[src/rtl/lm_event_writer_if.sv]
// lm_event_writer_if: bundles the flag-source inputs and the FIFO write port of
// lm_event_writer.
//   flags       - error/event flag vector from the source module
//   flags_valid - flags are sampled in cycles where this is high
//   fifo_full   - downstream FIFO cannot accept a write
//   wr_en       - FIFO write strobe, one-cycle pulse
//   wr_data     - FIFO write word, valid while wr_en is high
// Modport master is the writer; slave is the source/FIFO side.
interface lm_event_writer_if #(
  parameter int unsigned WIDTH = 8
);
  logic [WIDTH-1:0] flags;
  logic             flags_valid;
  logic             fifo_full;
  logic             wr_en;
  logic [WIDTH-1:0] wr_data;

  modport master (
    input  flags,
    input  flags_valid,
    input  fifo_full,
    output wr_en,
    output wr_data
  );

  modport slave (
    output flags,
    output flags_valid,
    output fifo_full,
    input  wr_en,
    input  wr_data
  );
endinterface

[src/rtl/lm_event_writer.sv]
// lm_event_writer: producer side of the LED manager's error/data FIFOs.
// Error-flag pulses are accumulated into a sticky pending vector, which is
// written out as a single FIFO word when the FIFO has room. After each write
// the block idles for HOLDOFF_CYCLES cycles before it may write again. Flag
// bits that arrive while the same bit is already pending are coalesced, and
// each such cycle bumps a saturating lost-event counter.
//
// Ports:
//   clk        - system clock
//   rst        - asynchronous active-low reset
//   clear      - synchronous clear of pending vector and lost_count
//   bus        - flags/flags_valid/fifo_full in, wr_en/wr_data out (registered)
//   busy       - high while in hold-off or while anything is pending
//   lost_count - saturating count of flag events lost to coalescing
module lm_event_writer #(
  parameter int unsigned WIDTH          = 8,
  parameter int unsigned HOLDOFF_CYCLES = 4,
  parameter int unsigned CNT_W          = 8
) (
  input  logic                 clk,
  input  logic                 rst,
  input  logic                 clear,
  lm_event_writer_if.master    bus,
  output logic                 busy,
  output logic [CNT_W-1:0]     lost_count
);

  // Hold-off counter only ever holds 0 .. HOLDOFF_CYCLES-1.
  localparam int unsigned HoldW = (HOLDOFF_CYCLES > 1) ? $clog2(HOLDOFF_CYCLES) : 1;
  localparam logic [HoldW-1:0] HoldInit =
      (HOLDOFF_CYCLES > 0) ? HoldW'(HOLDOFF_CYCLES - 1) : '0;

  typedef enum logic [0:0] {StIdle, StHoldoff} state_e;

  state_e           state_q;
  logic [HoldW-1:0] hold_cnt_q;
  logic [WIDTH-1:0] pending_q;
  logic [CNT_W-1:0] lost_q;
  logic             wr_en_q;
  logic [WIDTH-1:0] wr_data_q;

  logic [WIDTH-1:0] flag_in;
  logic             write_edge;
  logic             lost_hit;

  always_comb begin
    flag_in    = bus.flags_valid ? bus.flags : '0;
    // clear wins over a write so that a cleared vector is never emitted.
    write_edge = (state_q == StIdle) && (|pending_q) && !bus.fifo_full && !clear;
    // A flag that lands on a write edge goes into the fresh vector, so it is
    // never counted as lost.
    lost_hit   = bus.flags_valid && (|(bus.flags & pending_q)) && !write_edge;
    busy       = (state_q == StHoldoff) || (|pending_q);
  end

  always_ff @(posedge clk or negedge rst) begin
    if (!rst) begin
      state_q    <= StIdle;
      hold_cnt_q <= '0;
      pending_q  <= '0;
      lost_q     <= '0;
      wr_en_q    <= 1'b0;
      wr_data_q  <= '0;
    end else begin
      if (clear) begin
        pending_q <= '0;
      end else if (write_edge) begin
        pending_q <= flag_in;
      end else begin
        pending_q <= pending_q | flag_in;
      end

      if (clear) begin
        lost_q <= '0;
      end else if (lost_hit && (lost_q != {CNT_W{1'b1}})) begin
        lost_q <= lost_q + 1'b1;
      end

      // State and counter ignore clear so an in-progress hold-off completes.
      unique case (state_q)
        StIdle: begin
          if (write_edge) begin
            wr_en_q   <= 1'b1;
            wr_data_q <= pending_q;
            if (HOLDOFF_CYCLES > 0) begin
              state_q    <= StHoldoff;
              hold_cnt_q <= HoldInit;
            end
          end else begin
            wr_en_q <= 1'b0;
          end
        end
        StHoldoff: begin
          wr_en_q <= 1'b0;
          if (hold_cnt_q == '0) begin
            state_q <= StIdle;
          end else begin
            hold_cnt_q <= hold_cnt_q - 1'b1;
          end
        end
        default: begin
          state_q <= StIdle;
          wr_en_q <= 1'b0;
        end
      endcase
    end
  end

  assign bus.wr_en   = wr_en_q;
  assign bus.wr_data = wr_data_q;
  assign lost_count  = lost_q;

endmodule

[src/flat_wrapper.sv]
// flat-port wrapper written by rule: the top's interface ports become plain ports
module lm_event_writer_flat 
#(
  parameter int unsigned WIDTH          = 8,
  parameter int unsigned HOLDOFF_CYCLES = 4,
  parameter int unsigned CNT_W          = 8
)
  (clk, rst, clear, busy, lost_count, bus_flags, bus_flags_valid, bus_fifo_full, bus_wr_en, bus_wr_data);
  lm_event_writer_if #(.WIDTH(WIDTH)) bus_i ();
  input  logic clk;
  input  logic rst;
  input  logic clear;
  output logic busy;
  output logic [CNT_W-1:0] lost_count;
  input wire logic [$bits(bus_i.flags)-1:0] bus_flags;
  input wire logic [$bits(bus_i.flags_valid)-1:0] bus_flags_valid;
  input wire logic [$bits(bus_i.fifo_full)-1:0] bus_fifo_full;
  output wire logic [$bits(bus_i.wr_en)-1:0] bus_wr_en;
  output wire logic [$bits(bus_i.wr_data)-1:0] bus_wr_data;
  assign bus_i.flags = bus_flags;
  assign bus_i.flags_valid = bus_flags_valid;
  assign bus_i.fifo_full = bus_fifo_full;
  assign bus_wr_en = bus_i.wr_en;
  assign bus_wr_data = bus_i.wr_data;
  lm_event_writer #(.WIDTH(WIDTH), .HOLDOFF_CYCLES(HOLDOFF_CYCLES), .CNT_W(CNT_W)) u_core (.clk(clk), .rst(rst), .clear(clear), .bus(bus_i), .busy(busy), .lost_count(lost_count));
endmodule
[config.mk]
export PLATFORM = sky130hd
export DESIGN_NAME = lm_event_writer_flat
export DESIGN_NICKNAME = d
export VERILOG_FILES = /design/src/rtl/lm_event_writer_if.sv /design/src/rtl/lm_event_writer.sv /design/src/flat_wrapper.sv
export SDC_FILE = /design/constraint.sdc
export NUM_CORES = 1
export LEC_CHECK = 0
export CAP_MARGIN = 20
export CORE_UTILIZATION = 40
export CTS_CLUSTER_SIZE = 24
export DETAILED_ROUTE_END_ITERATION = 6
export PLACE_DENSITY_LB_ADDON = 0.05
export REMOVE_ABC_BUFFERS = 1
export SYNTH_ARGS = -nofsm -noshare
export SYNTH_HDL_FRONTEND = slang
export SYNTH_SLANG_ARGS = --single-unit
[constraint.sdc]
create_clock -name clk -period 3.7 [get_ports clk]
set_input_delay 1.11 -clock clk [delete_from_list [all_inputs] [get_ports clk]]
set_output_delay 1.11 -clock clk [all_outputs]
set_load 0.05 [all_outputs]
* Word-level counts from Yosys, hierarchy flattened
Cells that the tools add are included.
Word-level totals: register bits 28, bits of input ports 13, output and inout port bits 18, logic and storage cells 42
Cells by class: add/sub/neg operators 2, equality and inequality tests 3, multiplexer cells 12, bitwise gates (word level) 3, reductions and logical operators 16
Operator list (count):
- 8-bit two-way mux | 5
- 8-bit OR reduction | 2
- 8-bit by 1-bit adder with 8-bit output, second input constant | 1
- 8-bit bitwise AND | 1
- 8-bit != test, second input constant | 1
- 8-bit OR | 1
- 1-bit logical AND | 6
- 2-bit two-way mux | 2
- 1-bit one-hot mux with 2 select lines | 2
- 2-bit one-hot mux with 2 select lines | 1
- 2-bit AND reduction | 2
- 1-bit logical NOT | 3
- 2-bit logical NOT | 1
- 1-bit two-way mux | 2
- 2-bit by 1-bit != test with 1-bit output, second input constant | 1
- 2-bit != test, second input constant | 1
- 2-bit nonzero test | 1
- 2-bit by 1-bit subtractor with 2-bit output, second input constant | 1
- 1-bit logical OR | 1
- 1-bit NOT | 1

* Logic depth before layout (Yosys ltp)
Gate-level depths: netlist of run 1.
depth in word-level cells 9, depth in mapped cells 7

* Worst setup path before layout of run 1
OpenSTA, ideal clock, no wires.
path type flip-flop to output port, from reg u_core.pending_q[7], to out busy, arrival time 1511 ps, slack 1079 ps, cell stages (with the launch flop) 3, buffers on the path 0, cells stage by stage dfrtp_1 > or4_4 > or3_1
Between the ends: cells in the longest elaborated chain, start to end 2
Ends and longest elaborated chain:
- start, declared | RTL line lm_event_writer.sv:37 | logic [WIDTH-1:0] pending_q;
- start signal, assigned | RTL line lm_event_writer.sv:68 | pending_q <= flag_in;
- start signal, assigned | RTL line lm_event_writer.sv:70 | pending_q <= pending_q | flag_in;
- 8-bit OR reduction | RTL line lm_event_writer.sv:53 | busy = (state_q == StHoldoff) || (|pending_q);
- 1-bit logical OR | RTL line lm_event_writer.sv:53
- end, declared | RTL line flat_wrapper.sv:13 | output logic busy;
No other way between the ends.

* Final worst setup path of run 1
Ends and elaborated chain as after synthesis.

==> results.toml, run 1 <==
[cells_and_area]
final_cell_mix = "clkdlybuf4s50_1 (30), dfrtp_1 (28), nand2_1 (24)"
diodes = 0
drive_gt1_share_pct = 8.33
ff_latch_area_um2 = 701
fin_nets = 172
n_fill_cell = 281
syn_to_final_growth_pct = 30.6
multi_input_area_um2 = 522
final_common_cell = "clkdlybuf4s50_1"

[global_routing]
gr-total-overflow = 0
grt_pass1_vias = 1045
gr-usage-all-layers_pct = 18.4
grtUsageMet1_pct = 22.5
use_met3_pct = 3.79
antenna_found_initial = 0
busiest_layer = "met2"
grt_max_degree = 29
use_met2_pct = 32.2
grt_pass1_wl_mm = 4.70

[power_and_ir_drop]
irDropWorstVdd_mv = 0.295
p_leak_nw = 0.733
p_per_area_mw_per_mm2 = 560
finalPower_w = 0.000926

[clock_network]
clk_pin_slew_ps = 140
cts_resized = 0
htree_levels = 1
cts_tree = "done"
cts_setup_buffers = 0
clock_latency_ps = 320
cts_buffers = 3
clock_path_buffers = 2
cts_root_buffer = "clkbuf_4"
cts-hold-fix-buffers = 0
clock-sinks = 28

[die]
ioPinCount = 31
rows = 20
fp.coreArea_mm2 = 0.00303
dieArea_mm2 = 0.00339
fp.dieW_um = 58.2
start_util_pct = 41.8
dieHeight_um = 58.2

[logic_synthesis]
synth_fa_ha_area_share_pct = 1.98
synth_area_per_cell_um2 = 10.2
post_synth_xor_area_fraction_pct = 0.692
netlist_area_mm2 = 0.00126
ys_ff_latch = 28
synth_top_family_by_area = "simple AND/OR/NAND/NOR gates"
yosys_warnings = 0
synth-simple-area-share_pct = 21.0
synth_area_leaders = "dfrtp_1 (55%), nand2_1 (7.1%), a22oi_1 (5.9%)"
synth_top_area_cell = "dfrtp_1"
yosys.area.top_type_share_pct = 55.4
synth_cell_types = 28
synth_compound_area_share_pct = 15.1
ys_seq_area_share_pct = 55.4
synthCells = 124
muxShareOfSynthArea_pct = 2.47

[sta]
setup_viol = 0
fmaxAchievable_ghz = 0.285
finalMaxSlewViolations = 0
hold_violations = 0
final.min_clock_period_ps = 3500
finalClockSkew_ps = 2.56
maxSlewHeadroom_pct = 66.3
worst_pin_slew_ps = 504
period_share_pct = 94.7
fin_setup_tns_ps = 0
rsz0062_at_grt = "false"

[outcome]
status = "finished clean"

[min_path]
worstHoldPathType = "flop to flop"

[drt]
ant_nets = 0
routed_via_density = 5.22
wire_per_inst_um = 13.7
vias = 1043
drtIter0Drc = 29
remaining_drc_errors = 0
drt-pass1-iter-count = 5
wirelength_mm = 2.74

[critical_path]
crit_required_ps = 2590
crit_fanout = 4
end_kind = "primary output"
crit_type = "flop to primary output"
start_kind = "flop"
arrival_ps = 2390

[place]
port_buffers = 30
hpwl_mm = 1.97
gp_congestion = 0.769

[job]
cap_violations = 0
critical path, cell delays in order, from the launching register on:
cell,delay [ps]
dfrtp_1,440
or4_4,570
or3_1,360
clkdlybuf4s50_1,710
cells in the mapped netlist:
cell type  number
o21ai_4         1
nand4_1         3
or4_1           1
nor2_1          9
a21oi_1         7
mux2i_1         2
nand2_1        24
nand4_2         1
dfrtp_1        28
mux2_2          1
clkbuf_1        2
xor2_1          1
and4_1          2
nor3_2          1
o31ai_1         1
ha_1            2
nand3_1         3
or3_1           5
buf_1           1
buf_2           1
o21ai_0         6
buf_6           1
inv_1           4
or4_4           2
a22o_1          2
a22oi_1        10
nand2b_1        1
o21ai_1         2
final timing paths:
path | from | to | slack [ps] | cells after the start
setup / recovery | u_core.pending_q[7]$_DFF_PN0_ | busy | 200 | 3
hold / removal | u_core.bus.wr_data[1]$_DFFE_PN0P_ | u_core.bus.wr_data[1]$_DFFE_PN0P_ | 500 | 2
setup reg to reg | u_core.pending_q[7]$_DFF_PN0_ | u_core.lost_count[5]$_DFFE_PN0P_ | 1150 | 5
hold reg to reg | u_core.bus.wr_data[1]$_DFFE_PN0P_ | u_core.bus.wr_data[1]$_DFFE_PN0P_ | 500 | 2
max in group asynchronous | rst | u_core.bus.wr_en$_DFF_PN0_ | 2300 | 2
min in group asynchronous | rst | u_core.bus.wr_data[1]$_DFFE_PN0P_ | 1150 | 2
per-stage QoR:
stage	setup WS, ps	area (um^2)	utilization, %	hold WS [ps]	instances
floorplan	1080	1240	-	477	119
finish	196	1650	54.5	501	200
global route	105	1650	54.5	534	200
global placement	544	1620	53.3	463	196
detailed placement	492	1620	53.3	476	196
CTS	173	1650	54.5	510	200
metal layers:
| metal | routed length [um] | share of wire [%] |
|---|---|---|
| met1 | 1230 | 45 |
| met2 | 1370 | 50 |
| met3 | 114 | 4.2 |
| met4 | 21 | 0.77 |
| met5 | 0 | 0 |
sequential cells by signal, indices dropped and copies added, names as in the netlist:
name	count
u_core.hold_cnt_q	2
u_core.pending_q	8
u_core.bus.wr_data	8
u_core.lost_count	8
u_core.state_q	1
u_core.bus.wr_en	1
power breakdown:
group	internal, W	switching, W	leakage (nW)
sequential	0.000366	0.0000415	0.371
clock	0.0000601	0.0000861	0.0210
combinational	0.000135	0.000237	0.341
total	0.000561	0.000364	0.733
layout make-up:
class	instances	share of cell area, %
clock buffer	4	2.20
inverter	4	0.909
multi-input combinational	87	31.6
sequential	28	42.4
tap	44	3.33
timing repair buffer	33	19.5
kinds of logic (layout without fill, tap and decap cells):
| logic type | count (synthesis) | in the layout |
|---|---|---|
| and+or+nand+nor | 52 | 52 |
| adders and majority gates | 2 | 2 |
| muxes | 3 | 3 |
| DFF | 28 | 28 |
| buffers and inverters | 9 | 41 |
| xor gates and xnor gates | 1 | 1 |
| AOI/OAI and AO/OA | 29 | 29 |
Note: power is estimated with default switching activity, not from simulation.
==> run 2: changes to the inputs <==
--- a/config.mk
+++ b/config.mk
@@ -6,6 +6,7 @@
 export NUM_CORES = 1
 export LEC_CHECK = 0
 export CAP_MARGIN = 20
+export CORE_MARGIN = 2
 export CORE_UTILIZATION = 40
 export CTS_CLUSTER_SIZE = 24
 export DETAILED_ROUTE_END_ITERATION = 6
==> run 2 against run 1 <==
Effect of this change: final cell count unchanged; clock skew up 4.0 ps; register-to-register slack lost 30 ps; combinational power hardly changed; worst hold slack worse by 6.2 ps; critical path depth is the same; routed wire length grew 0.33%; first-iteration DRC count up 6.9%; design area is the same; count of clock-buffer cells in the layout stayed put; die area is 7.0% higher; setup slack worse by 8.4 ps.
==> results.toml, run 2 (synthesis results as in run 1) <==
[sta]
finalMaxSlewViolations = 0
maxSlewHeadroom_pct = 66.7
worst_pin_slew_ps = 499
fin_setup_tns_ps = 0
period_share_pct = 94.9
hold_violations = 0
setup_viol = 0
rsz0062_at_grt = "false"
final.min_clock_period_ps = 3510
finalClockSkew_ps = 6.54
fmaxAchievable_ghz = 0.285

[clock_network]
clock_latency_ps = 320
htree_levels = 1
cts_tree = "done"
cts_buffers = 3
clock_path_buffers = 2
cts_root_buffer = "clkbuf_4"
clock-sinks = 28
cts_resized = 0
cts_setup_buffers = 0
clk_pin_slew_ps = 150
cts-hold-fix-buffers = 0

[critical_path]
critPathMaxStageDelay_ps = 710
critPathLaunch = "u_core.pending_q[7]$_DFF_PN0_"
slowest_stage = "clkdlybuf4s50_1"
crit_type = "flop to primary output"
timing.rr.start = "u_core.pending_q[7]$_DFF_PN0_"
crit_fanout = 4
regToRegEndpoint = "u_core.lost_count[5]$_DFFE_PN0P_"
r2r_slack_ps = 1120
end_kind = "primary output"
crit_chain = "or4_4, or3_1, clkdlybuf4s50_1"
start_kind = "flop"
crit_required_ps = 2590
arrival_ps = 2400
rr_worst_depth = 5

[cells_and_area]
final_cell_mix = "clkdlybuf4s50_1 (30), dfrtp_1 (28), nand2_1 (24)"
final_util_pct = 54.5
syn_to_final_growth_pct = 30.6
fin_nets = 172
design_area_mm2 = 0.00165
drive_gt1_share_pct = 8.33
diodes = 0
final_common_cell = "clkdlybuf4s50_1"
finalNonFillerCells = 200
n_fill_cell = 288

[die]
fp.coreArea_mm2 = 0.00303
rows = 20
dieHeight_um = 60.2
fp.dieW_um = 60.2
ioPinCount = 31
start_util_pct = 41.8
dieArea_mm2 = 0.00363

[power_and_ir_drop]
finalPower_w = 0.000925
irDropWorstVdd_mv = 0.234
p_leak_nw = 0.733
p_sw_w = 0.000364
p_int_w = 0.000561
switching_share_pct = 39.4
clockPowerShare_pct = 15.7
p_per_area_mw_per_mm2 = 560
combPwrFrac_pct = 40.3
pwr-share-seq_pct = 44.0

[place]
port_buffers = 30
gp_congestion = 0.786
placed_cell_area_mm2 = 0.00162
hpwl_mm = 2.02
place_inst = 196

[global_routing]
gr-usage-all-layers_pct = 17.1
grt_pass1_wl_mm = 4.64
grt_pass1_vias = 1025
gr-total-overflow = 0
grt_max_degree = 29
antenna_found_initial = 0

[min_path]
worstHoldPathType = "flop to flop"
min_from = "u_core.bus.wr_data[0]$_DFFE_PN0P_"
hold_depth = 2
hold_end = "u_core.bus.wr_data[0]$_DFFE_PN0P_"

[drt]
remaining_drc_errors = 0
wirelength_mm = 2.75
drt-pass1-iter-count = 4
vias = 1059
wire_per_inst_um = 13.7
routed_via_density = 5.30
ant_nets = 0
drtIter0Drc = 31

[job]
cap_violations = 0

[outcome]
status = "finished clean"
## run 2: cell counts in the layout (fill, tap and decap cells not counted)
Identical to the previous run, type by type.
## run 2: metal layers
| metal | vias up | GRT usage (%) | share of wire [%] |
|---|---|---|---|
| li1 | 508 | - | - |
| met1 | 524 | 21.8 | 44 |
| met2 | 23 | 29.3 | 50 |
| met3 | 4 | 3.46 | 4.4 |
| met4 | 0 | 4.76 | 1.0 |
| met5 | - | 0 | 0 |
## run 2: critical path, delay by kind of cell, from the launching register on
family	cells	cell delay [ps]
buffers and inverters	1	710
DFF	1	440
and+or+nand+nor	2	940
## run 2: worst max path at each step
stage	endpoint	cells after the start
2_1_floorplan	busy	2
3_3_place_gp	u_core.lost_count[5]$_DFFE_PN0P_	7
3_5_place_dp	u_core.lost_count[5]$_DFFE_PN0P_	7
4_1_cts	busy	3
5_1_grt	busy	3
6_report	busy	3
## run 2: per-stage QoR
stage          worst slack [ps]  hold WS, ps
3_5_place_dp                484          473
5_1_grt                     101          515
2_1_floorplan              1080          477
3_3_place_gp                542          463
4_1_cts                     169          506
6_report                    188          494
## run 2: power groups by stage
stage	clock [W]	combinational (W)	sequential [W]
6_report	0.000145	0.000373	0.000407
5_1_grt	0.000165	0.000403	0.000415
4_1_cts	0.000154	0.000378	0.000408
3_5_place_dp	0	0.000377	0.000415
3_3_place_gp	0	0.000371	0.000413
2_1_floorplan	0	0.000114	0.000537
## run 2: cell type report
cell class | instances | area (um^2) | share of cell area, %
Clock buffer | 4 | 36.3 | 2.20
Timing Repair Buffer | 33 | 323 | 19.5
Multi-Input combinational cell | 87 | 522 | 31.6
Tap cell | 44 | 55.1 | 3.33
Sequential cell | 28 | 701 | 42.4
Inverter | 4 | 15.0 | 0.909
==> run 3: changes to the inputs <==
--- a/config.mk
+++ b/config.mk
@@ -10,7 +10,7 @@
 export CORE_UTILIZATION = 40
 export CTS_CLUSTER_SIZE = 24
 export DETAILED_ROUTE_END_ITERATION = 6
-export PLACE_DENSITY_LB_ADDON = 0.05
+export PLACE_DENSITY = 0.79
 export REMOVE_ABC_BUFFERS = 1
 export SYNTH_ARGS = -nofsm -noshare
 export SYNTH_HDL_FRONTEND = slang
==> run 3 against run 2 <==
Effect of this change: die area is the same; sequential cell count is the same; via count shrank 1.6%; total power grew 0.20%; setup slack gained 18 ps; clock power is essentially flat; worst hold slack lost 2.5 ps; utilization is the same; critical path depth is the same; critical endpoint unchanged; largest cell class unchanged.
==> results.toml, run 3 (synthesis results as in run 1) <==
[clock_network]
clk_pin_slew_ps = 150
cts_resized = 0
clock_latency_ps = 320
cts_root_buffer = "clkbuf_4"
htree_levels = 1
cts_tree = "done"
clock_path_buffers = 2
cts_buffers = 3
cts_setup_buffers = 0
clock-sinks = 28
cts-hold-fix-buffers = 0

[sta]
worst_pin_slew_ps = 514
finalClockSkew_ps = 14.9
fin_setup_tns_ps = 0
final.min_clock_period_ps = 3490
setup_viol = 0
finalMaxSlewViolations = 0
maxSlewHeadroom_pct = 65.6
whs_ps = 492
hold_violations = 0
rsz0062_at_grt = "false"
period_share_pct = 94.4
fmaxAchievable_ghz = 0.286

[job]
cap_violations = 0

[cells_and_area]
diodes = 0
final_common_cell = "clkdlybuf4s50_1"
final_util_pct = 54.5
fin_nets = 172
final_cell_mix = "clkdlybuf4s50_1 (30), dfrtp_1 (28), nand2_1 (24)"
n_fill_cell = 291
ff_latch_area_um2 = 701
syn_to_final_growth_pct = 30.6
drive_gt1_share_pct = 8.33
multi_input_area_um2 = 522

[critical_path]
slowest_stage = "clkdlybuf4s50_1"
crit_required_ps = 2590
crit_fanout = 4
crit_chain = "or4_4, or3_1, clkdlybuf4s50_1"
crit_buf_inv = 1
end_kind = "primary output"
critical_path.top_delay_family = "simple AND/OR/NAND/NOR gates"
critPathMaxStageDelay_ps = 710
arrival_ps = 2380
crit_type = "flop to primary output"
start_kind = "flop"

[global_routing]
gr-usage-all-layers_pct = 16.8
grt_pass1_wl_mm = 4.62
antenna_found_initial = 0
gr-total-overflow = 0
grt_max_degree = 29
grt_pass1_vias = 1048

[drt]
remaining_drc_errors = 0
ant_nets = 0
wire_per_inst_um = 14.0
routed_via_density = 5.21
wirelength_mm = 2.79
vias = 1042
drtIter0Drc = 29
drt-pass1-iter-count = 4

[power_and_ir_drop]
combPwrFrac_pct = 40.3
clockPowerShare_pct = 15.6
p_sw_w = 0.000366
p_int_w = 0.000561
p_per_area_mw_per_mm2 = 561
pwr-share-seq_pct = 44.1
p_leak_nw = 0.733
irDropWorstVdd_mv = 0.274
switching_share_pct = 39.5

[die]
dieHeight_um = 60.2
rows = 20
dieArea_mm2 = 0.00363
start_util_pct = 41.8
ioPinCount = 31
fp.dieW_um = 60.2
fp.coreArea_mm2 = 0.00303

[min_path]
worstHoldPathType = "flop to flop"

[place]
gp_congestion = 0.793
hpwl_mm = 2.11
port_buffers = 30

[outcome]
status = "finished clean"
[run 3: cell counts in the layout (fill, tap and decap cells not counted)]
No cell type changed its count.
[run 3: area by class of cell]
cell class / instances / area share [%]
Clock buffer: 4 / 2.20
Inverter: 4 / 0.909
Timing Repair Buffer: 33 / 19.5
Tap cell: 44 / 3.33
Multi-Input combinational cell: 87 / 31.6
Sequential cell: 28 / 42.4
[run 3: worst min-delay path, cell delays in order, from the launching register on]
cell and delay, ps:
dfrtp_1 370, nand2_1 50, nand2_1 60
[run 3: final timing paths]
check | startpoint | endpoint | slack [ps] | cells after the start
hold / removal | u_core.bus.wr_data[1]$_DFFE_PN0P_ | u_core.bus.wr_data[1]$_DFFE_PN0P_ | 490 | 2
setup / recovery | u_core.pending_q[6]$_DFF_PN0_ | busy | 210 | 3
max in group asynchronous | rst | u_core.pending_q[7]$_DFF_PN0_ | 2290 | 2
setup reg to reg | u_core.pending_q[6]$_DFF_PN0_ | u_core.lost_count[5]$_DFFE_PN0P_ | 1100 | 5
hold reg to reg | u_core.bus.wr_data[1]$_DFFE_PN0P_ | u_core.bus.wr_data[1]$_DFFE_PN0P_ | 490 | 2
min in group asynchronous | rst | u_core.lost_count[5]$_DFFE_PN0P_ | 1140 | 2
[run 3: routing by layer]
metal	up-vias	track usage (%)	routed length [um]
li1	507	-	-
met1	503	21.2	1250
met2	32	29.3	1410
met3	0	3.03	138
met4	0	4.76	0
met5	-	0	0
[run 3: through the flow]
step,worst slack (ps),cell area (um^2),total power (W),instances
detailed placement,486,1620,0.000791,196
global route,145,1650,0.000980,200
global placement,575,1620,0.000778,196
CTS,198,1650,0.000936,200
floorplan,1080,1240,0.000651,119
finish,205,1650,0.000927,200
[run 3: power groups by stage]
stage	Clock, W	Combinational, W	Sequential (W)
after floorplan	0	0.000114	0.000537
after global placement	0	0.000366	0.000412
after detailed placement	0	0.000375	0.000416
after CTS	0.000150	0.000376	0.000410
after global routing	0.000159	0.000403	0.000418
final	0.000145	0.000373	0.000409
